===== src/rtl/washer_pkg.sv =====
// Shared types for the wash-program sequencer: state encodings and the
// phase-to-Timer-done mapping.
package washer_pkg;

  localparam int unsigned STATE_BITS = 3;

  typedef enum logic [STATE_BITS-1:0] {
    IDLE  = 3'd0,
    FILL  = 3'd1,
    WASH  = 3'd2,
    RINSE = 3'd3,
    SPIN  = 3'd4
  } state_t;

  typedef enum logic [1:0] {
    DONE_1U = 2'd0,
    DONE_2U = 2'd1,
    DONE_5U = 2'd2
  } done_sel_t;

  // Which Timer done pulse closes each timed phase
  localparam done_sel_t FILL_DONE  = DONE_1U;
  localparam done_sel_t WASH_DONE  = DONE_5U;
  localparam done_sel_t RINSE_DONE = DONE_2U;
  localparam done_sel_t SPIN_DONE  = DONE_1U;

  function automatic logic done_hit(input done_sel_t sel, input logic d1,
                                    input logic d2, input logic d5);
    logic hit;
    hit = 1'b0;
    case (sel)
      DONE_1U: hit = d1;
      DONE_2U: hit = d2;
      DONE_5U: hit = d5;
      default: hit = 1'b0;
    endcase
    return hit;
  endfunction

endpackage


===== src/rtl/washer_cycle_ctrl.sv =====
// Wash-program sequencer: steps FILL/WASH/RINSE/SPIN timed by the sibling
// Timer, drives actuators, handles pause, door fault, cancel and double wash.
module washer_cycle_ctrl
  import washer_pkg::*;
#(
  parameter bit          DOUBLE_EN = 1'b1,
  parameter int unsigned STATE_W   = 3
) (
  input  logic               clk,
  input  logic               reset_n,
  input  logic               coin_in,
  input  logic               double_wash,
  input  logic               door_closed,
  input  logic               pause,
  input  logic               cancel,
  input  logic               done1u,
  input  logic               done2u,
  input  logic               done5u,
  output logic               timer_stop,
  output logic               timer_clr_n,
  output logic               water_valve,
  output logic               motor_wash,
  output logic               motor_spin,
  output logic               drain_pump,
  output logic               door_lock,
  output logic               wash_done,
  output logic [STATE_W-1:0] state_o
);

  state_t state_q, state_d;
  logic   dw_pend_q, dw_pend_d;
  logic   wash_done_d;
  logic   stalled_c;
  logic   done_ok_c;

  assign stalled_c = (state_q != IDLE) && (pause || !door_closed);
  // Done pulses are stale during the clear cycle and frozen while stalled
  assign done_ok_c = timer_clr_n && !stalled_c;
  assign state_o   = STATE_W'(state_q);

  // State and registered outputs; a state change yields one Timer clear cycle
  always_ff @(posedge clk) begin
    if (!reset_n) begin
      state_q     <= IDLE;
      dw_pend_q   <= 1'b0;
      wash_done   <= 1'b0;
      timer_clr_n <= 1'b1;
    end else begin
      state_q     <= state_d;
      dw_pend_q   <= dw_pend_d;
      wash_done   <= wash_done_d;
      timer_clr_n <= (state_d == state_q);
    end
  end

  // Next state and actuator decode
  always_comb begin
    state_d     = state_q;
    dw_pend_d   = dw_pend_q;
    wash_done_d = 1'b0;
    water_valve = 1'b0;
    motor_wash  = 1'b0;
    motor_spin  = 1'b0;
    drain_pump  = 1'b0;
    door_lock   = (state_q != IDLE);
    timer_stop  = (state_q == IDLE) || stalled_c;

    case (state_q)
      IDLE: begin
        if (coin_in && door_closed) begin
          state_d   = FILL;
          dw_pend_d = double_wash & DOUBLE_EN;
        end
      end
      FILL: begin
        if (cancel) begin
          state_d   = SPIN;
          dw_pend_d = 1'b0;
        end else if (done_ok_c && done_hit(FILL_DONE, done1u, done2u, done5u)) begin
          state_d = WASH;
        end
      end
      WASH: begin
        if (cancel) begin
          state_d   = SPIN;
          dw_pend_d = 1'b0;
        end else if (done_ok_c && done_hit(WASH_DONE, done1u, done2u, done5u)) begin
          state_d = RINSE;
        end
      end
      RINSE: begin
        if (cancel) begin
          state_d   = SPIN;
          dw_pend_d = 1'b0;
        end else if (done_ok_c && done_hit(RINSE_DONE, done1u, done2u, done5u)) begin
          state_d   = dw_pend_q ? FILL : SPIN;
          dw_pend_d = 1'b0;
        end
      end
      SPIN: begin
        if (done_ok_c && done_hit(SPIN_DONE, done1u, done2u, done5u)) begin
          state_d     = IDLE;
          wash_done_d = 1'b1;
        end
      end
      default: state_d = IDLE;
    endcase

    if (!stalled_c) begin
      case (state_q)
        FILL:  water_valve = 1'b1;
        WASH:  motor_wash  = 1'b1;
        RINSE: begin
          water_valve = 1'b1;
          motor_wash  = 1'b1;
        end
        SPIN: begin
          drain_pump = 1'b1;
          motor_spin = 1'b1;
        end
        default: ;
      endcase
    end
  end

endmodule


===== config.mk =====
export PLATFORM = sky130hd
export DESIGN_NAME = washer_cycle_ctrl
export DESIGN_NICKNAME = d
export VERILOG_FILES = /design/src/rtl/washer_pkg.sv /design/src/rtl/washer_cycle_ctrl.sv
export SDC_FILE = /design/constraint.sdc
export NUM_CORES = 1
export LEC_CHECK = 0
export ABC_CLOCK_PERIOD_IN_PS = 1650
export CORE_AREA = 2 2 39 41
export CTS_CLUSTER_DIAMETER = 200
export CTS_CLUSTER_SIZE = 10
export DETAILED_ROUTE_END_ITERATION = 6
export DIE_AREA = 0 0 41 43
export PLACE_DENSITY = 0.69
export SLEW_MARGIN = 15
export SYNTH_ARGS = -nofsm -noshare
export SYNTH_HDL_FRONTEND = slang
export SYNTH_SLANG_ARGS = --single-unit

===== constraint.sdc =====
create_clock -name clk -period 1.65 [get_ports clk]
set_input_delay 0.4125 -clock clk [delete_from_list [all_inputs] [get_ports clk]]
set_output_delay 0.4125 -clock clk [all_outputs]
set_load 0.01 [all_outputs]

After elaboration in Yosys (flattened, before gate mapping)
Index checks and enable logic that the tools add are counted.
{"block": "word_totals", "ff_bits": 6, "input_bits": 10, "output_inout_bits": 11, "word_cells": 60}
{"block": "op_classes", "eq_ne": 8, "muxes": 29, "n_reduce_logical": 19}
{"cell": "$mux 3", "n": 9}
{"cell": "$mux 1", "n": 18}
{"cell": "$pmux 3 s5", "n": 1}
{"cell": "$logic_and 1x1->1", "n": 7}
{"cell": "$eq 3x2->1 const B", "n": 2}
{"cell": "$reduce_bool 3->1", "n": 2}
{"cell": "$reduce_or 2->1", "n": 3}
{"cell": "$ne 2x1->1 const B", "n": 2}
{"cell": "$reduce_and 4->1", "n": 1}
{"cell": "$eq 3x1->1 const B", "n": 1}
{"cell": "$eq 3x3->1", "n": 1}
{"cell": "$eq 3x3->1 const B", "n": 1}
{"cell": "$logic_not 3->1", "n": 1}
{"cell": "$ne 3x3->1 const B", "n": 1}
{"cell": "$pmux 1 s3", "n": 1}
{"cell": "$logic_not 1->1", "n": 2}
{"cell": "$logic_or 1x1->1", "n": 2}
{"cell": "$reduce_and 2->1", "n": 1}

Longest topological paths before layout
{"block": "depth", "ltp_word": 10, "ltp_mapped": 5, "mapped_depth_nobuf": 4}

Least setup slack after synthesis
No wires, ideal clock.
{"block": "synth_timing", "kind": "register to output", "startpoint": "register state_q[2], in the netlist state_o[2]", "endpoint": "output motor_spin", "arrival_ps": 1069, "required_time_ps": 1237, "setup_slack_ps": 168, "stages_incl_launch_ff": 4, "path_cell_list": "dfxtp_1 clkbuf_1 and3_1 buf_4"}
{"block": "synth_between", "elab_chain_cells": 3}
{"element": "from (decl)", "line_no": "washer_cycle_ctrl.sv:30", "text": "state_t state_q, state_d;"}
{"element": "from (signal assigned)", "line_no": "washer_cycle_ctrl.sv:49", "text": "state_q <= state_d;"}
{"element": "$eq 3x3->1 / $reduce_bool 3->1 (equally long branches)"}
{"element": "$mux 1 / $logic_and 1x1->1 (equally long branches)"}
{"element": "$mux 1 *"}
{"element": "to (decl)", "line_no": "washer_cycle_ctrl.sv:23", "text": "output logic motor_spin,"}
Every way passes the cells marked *; elsewhere a longest branch is shown, timed or not.

Final worst setup path
{"block": "layout_timing", "startpoint": "input door_closed", "endpoint": "output drain_pump"}
{"block": "layout_between", "elab_chain_cells": 4}
{"element": "from (decl)", "line_no": "washer_cycle_ctrl.sv:13", "text": "input logic door_closed,"}
{"element": "$logic_not 1->1", "line_no": "washer_cycle_ctrl.sv:36", "text": "assign stalled_c = (state_q != IDLE) && (pause || !door_closed);"}
{"element": "$logic_or 1x1->1", "line_no": "washer_cycle_ctrl.sv:36"}
{"element": "$logic_and 1x1->1", "line_no": "washer_cycle_ctrl.sv:36"}
{"element": "$mux 1", "line_no": "washer_cycle_ctrl.sv:109", "text": "if (!stalled_c) begin"}
{"element": "to (decl)", "line_no": "washer_cycle_ctrl.sv:24", "text": "output logic drain_pump,"}
No other way between the ends.

==> impl_results.md <==
* CP arrival at 1.18 ns
* Seq/Total Area, Yosys at 28.8%
* CTS clk-pin slew, worst paths at 0.04 ns
* Initial DRC Count at 21
* TritonCTS Buffers at 3
* Syn_area_per_cell at 7.86 sq um
* CP Max Fanout at 5
* Antenna violations before repair at 0
* EDFF count, synth at 0
* Setup TNS at 0 ns
* Most frequent cells after synthesis: dfxtp_1, nand2_1, nand4_1, nor2_1
* Fin util at 50.1%
* Synth Area in Adders at 0%
* Die footprint at 0.00176 sq mm
* Critical Path Source Type: input port
* Synth area leaders: dfxtp_1, nand2_1, nand4_1, a41oi_1, nand4b_1
* RSZ-0062 raised after global routing: no
* Drt drc at 0
* Die Y at 43 um
* Synth top area share at 28.8%
* Compound-Gate Fraction of Synth Area at 20.1%
* Critical path's slowest cell: dlygate4sd2_1
* Worst-Margin Slew at 0.248 ns
* Worst hold path type: reg -> reg
* Final Cycle Share at 96.6%
* Row count at 14
* Nets at 93
* Minimum clock period at 1.59 ns
* Hold Vio Cnt, Final at 0
* # port buffers at 20
* Clk_lat worst skew at 0.24 ns
* Post-CTS Setup Inserts at 0
* Critical R2R Capture: state_o[2]
* Mux contribution to synthesized area at 0%
* Post-synth cell types at 33
* Main combinational cell family by area after synthesis: simple AND/OR/NAND/NOR gates
* Area grow syn2layout at 66.4%
* Htree depth at 1
* Via-per-instance ratio at 5.44
* Routed len/inst at 11.9 um
* Main synth FF type: dfxtp_1
* Depth of the most critical reg-to-reg path at 5
* Slew Viols, Final at 0
* First-pass GRT wire length at 1980 um
* Initial Utilization at 30.1%
* Post-synth net total at 63
* Cells after Synth at 53
* Synth Register Bits at 6
* Worst vdd rail ir drop at 0.000379 V
* Drt pass-1 iters at 4
* XOR/XNOR Fraction of Synth Area at 0%
* # Max-Cap Violations at 0
* Largest net degree at the start of global routing at 12
* Max stage delay on crit path at 0.28 ns
* All-layer global routing usage at 16.4%
* Fmax at 627 MHz
* CTS sink cnt at 6
* Final ANT Viol Nets at 0
* Post-DP HPWL at 903 um
* Gp weighted congestion at 0.874
* Routed WL at 1150 um
* CP Capture Point: drain_pump
* Pwr Density at 567 mW/mm^2
* Critical Path RT at 1.24 ns
* Top-Level Pins at 21
* N_diodes at 0
* Max transition margin at 83.4%
* Layout Skew at 0.00107 ns
* Synth Area in Simple Gates at 42.6%
* CTS tree: done
* Critical Path Start: door_closed
* Crit path kind: in -> out
* Number of global-route vias before repair at 485
* Lkg Pwr at 0.000284 uW
* Core area at 0.00138 sq mm
* CP Cell Sequence: dlygate4sd2_1, and2b_4, and3_4, buf_4
* FF-to-FF Start: state_o[1]
* Async S/R FF share, synth at 0%
* Post-Syn Area at 417 sq um
* Clk buf depth at 2
* Die W at 41 um
* Root buffer cell: clkbuf_4
* Layout cells sized above 1 at 32.1%
* GRT Residual Overflow at 0
* Worst reg2reg setup slack at 0.41 ns
* Post-synth top area cell: dfxtp_1
* Vias post-DR at 528
* Setup Viol. Count Final at 0
* YS warnings at 0
* Outcome: finished clean
* CP Capture Type: output port
==> flip-flops by register name (all words and copies together), names as in the netlist <==
name and flops:
dw_pend_q 1, wash_done 1, state_o 3, timer_clr_n 1
==> worst min path at each step <==
| stage | from | end | slack [ns] | depth (start not counted) |
|---|---|---|---|---|
| finish | dw_pend_q | dw_pend_q | 0.47 | 2 |
| global route | dw_pend_q | dw_pend_q | 0.51 | 2 |
| CTS | dw_pend_q | dw_pend_q | 0.47 | 2 |
| detailed placement | dw_pend_q | dw_pend_q | 0.46 | 2 |
| global placement | dw_pend_q | dw_pend_q | 0.46 | 2 |
| floorplan | dw_pend_q | dw_pend_q | 0.44 | 2 |
==> cell type report <==
type	count	area [sq um]
inverter	2	7.51
multi-input combinational	41	278
sequential	6	124
timing repair buffer	29	241
clock buffer	3	22.5
fill	129	691
tap	16	20.0
==> metrics by stage <==
stage                     cells  setup WS (ns)  area, sq um  power, uW  hold slack, ns
after global placement       94         -0.580          677        266           0.462
after CTS                    97         -0.135          702        397           0.468
final                        97         0.0555          693        393           0.466
after floorplan              53          0.168          417        203           0.442
after detailed placement     94         -0.601          677        266           0.459
after global routing         97         0.0184          693        427           0.513
==> layout by cell type (no fill, tap or decap), types with 2 or more instances in the layout <==
cell / Yosys / final
dlygate4sd2_1: 0 / 4
nand4_1: 3 / 3
clkbuf_2: 0 / 2
inv_1: 2 / 2
buf_2: 1 / 2
nor2_1: 3 / 3
buf_4: 1 / 11
dfxtp_1: 6 / 3
clkbuf_4: 0 / 3
a21oi_1: 2 / 2
o21ai_0: 2 / 2
a41oi_1: 2 / 2
nand3_1: 2 / 2
clkdlybuf4s50_1: 0 / 8
dfxtp_2: 0 / 3
nand4b_1: 2 / 2
nand2_1: 6 / 6
==> cell families (layout without fill, tap and decap cells) <==
logic type,Yosys count,in the layout
AND/OR/NAND/NOR,29,29
AO/OA/AOI/OAI,12,12
flip-flops,6,6
buffers and inverters,6,34
==> worst max-delay path, delay by kind of cell <==
family                 cells  cell delay, ns
buffers and inverters      2            0.41
AND/OR/NAND/NOR            2            0.36
==> power breakdown <==
part	leakage, uW	switching [uW]	internal [uW]
Sequential	0.0000494	5.92	152
Combinational	0.000221	45.2	57.5
Clock	0.0000138	50.5	82.1
Total	0.000284	102	292
==> repair_timing <==
action                                  in CTS  in global routing
endpoints found under the setup margin      11                  7
hold buffers                                 0                  0
pin swaps                                    1                  0
gates cloned                                 0                  0
gates resized for setup                     23                 15
==> layer usage <==
layer | GRT usage (%) | up-vias | part of all wire, %
met3 | 6.28 | 0 | 7.2
met4 | 6.67 | 0 | 0
met5 | 0 | - | 0
met2 | 20.9 | 25 | 48
met1 | 23.9 | 241 | 44
li1 | - | 262 | -
No activity file was read; power rests on OpenSTA's default activity.
==> RTL change: new RTL, same flow settings <==
Change the parameter `STATE_W` from 3 to 6.
--- a/src/rtl/washer_cycle_ctrl.sv
+++ b/src/rtl/washer_cycle_ctrl.sv
@@ -4,7 +4,7 @@
   import washer_pkg::*;
 #(
   parameter bit          DOUBLE_EN = 1'b1,
-  parameter int unsigned STATE_W   = 3
+  parameter int unsigned STATE_W   = 6
 ) (
   input  logic               clk,
   input  logic               reset_n,
Interface: changed (resized state_o); port bits go from 21 to 24. No check against the original RTL was run, so the function may have changed too.
==> RTL change against the original RTL <==
  * Synthesized area up 6.3%
  * Total power rose by 1.0%
  * Sequential cell count is the same
  * Cell area is 1.3% higher
  * First-iteration DRC count decreased by 86%
  * Utilization up 0.63 points
  * Routed wire length increased by 12%
  * Setup slack got worse by 0.0089 ns
  * Critical path depth unchanged
  * Critical endpoint unchanged
  * Largest cell class unchanged
  * Highest routed layer unchanged
==> RTL change: results <==
[routing]
drt_iter0_markers = 3
drt_wl_total_um = 1300
dr_total_vias = 524

[finish]
fin_nets = 97
final.fill_count = 142
drive_gt1_share_pct = 28.2

[synth]
synth-seq-area-share_pct = 27.1
ys_top_cells_by_count = dfxtp_1, nand2_1, buf_4, nand4_1, nor2_1
yosysUniqueCellTypes = 34
synth.area.top_cells = dfxtp_1, buf_4, nand2_1

[timing]
fin_worst_skew_ns = 0.00154

[min_path]
worstHoldEndpoint = dw_pend_q

[setup_path]
rrSetupSlack_ns = 0.35
rr_worst_depth = 6
r2r-start = state_q[2]
crit_path_start = pause
path_max_fanout = 4
critical-path-slowest-cell = and2b_4
critPathTopFamily = simple AND/OR/NAND/NOR gates

[grt]
grt_pass1_vias = 523
track_usage_pct = 18.1
antenna_found_initial = 0
grt_pass1_wl_um = 2170

[placed_design]
dpl.hpwl_um = 1030

[cts]
cts.clk_slew.worst_paths_ns = 0.04

[pwr]
ir_worst_vdd_v = 0.000282

[status]
run_status = complete, no violations
[RTL change: cells by family (layout without fill, tap and decap cells)]
group,after synthesis,after routing,share of synthesized area [%]
AOI/OAI and AO/OA,12,12,18.9
DFF,6,6,27.1
other,1,3,0.847
and+or+nand+nor,29,29,40.1
buffers and inverters,9,35,13.0
[RTL change: area by class of cell]
cell class | instances | share of cell area [%]
clock buffer | 3 | 3.21
inverter | 2 | 1.07
multi-input combinational | 44 | 39.6
sequential | 6 | 17.6
tap | 16 | 2.85
timing repair buffer | 30 | 35.7
[RTL change: stage by stage]
step	setup slack [ns]	instances	utilization, %	hold WS [ns]	instance area [sq um]
finish	0.0466	101	50.7	0.485	702
global route	0.000971	101	50.7	0.521	702
CTS	-0.128	101	51.1	0.485	707
detailed placement	-0.601	98	50.3	0.478	696
global placement	-0.569	98	50.3	0.466	696
floorplan	0.168	59	-	0.442	450
[RTL change: what timing repair did]
action                     CTS  global route
hold endpoints to repair     0             0
setup endpoints to repair   11             4
resized for setup           24            11
[RTL change: where the power goes]
part	leakage [nW]	switching [mW]	internal, mW	total, mW
Sequential	0.0494	0.00663	0.152	0.159
Combinational	0.237	0.0483	0.0583	0.107
Clock	0.0138	0.0498	0.0820	0.132
[RTL change: tightest hold or removal path, delay by kind of cell (launching register included)]
family	cells	cell delay, ns
DFF	1	0.31
and+or+nand+nor	1	0.06
AOI/OAI and AO/OA	1	0.06
[RTL change: layer usage]
metal / GRT usage, % / share of wire, % / vias to the layer above
met2: 27.2 / 50 / 13
met1: 22.6 / 44 / 245
met3: 8.38 / 6.4 / 0
li1: - / - / 266
met4: 4.67 / 0 / 0
met5: 0 / 0 / -
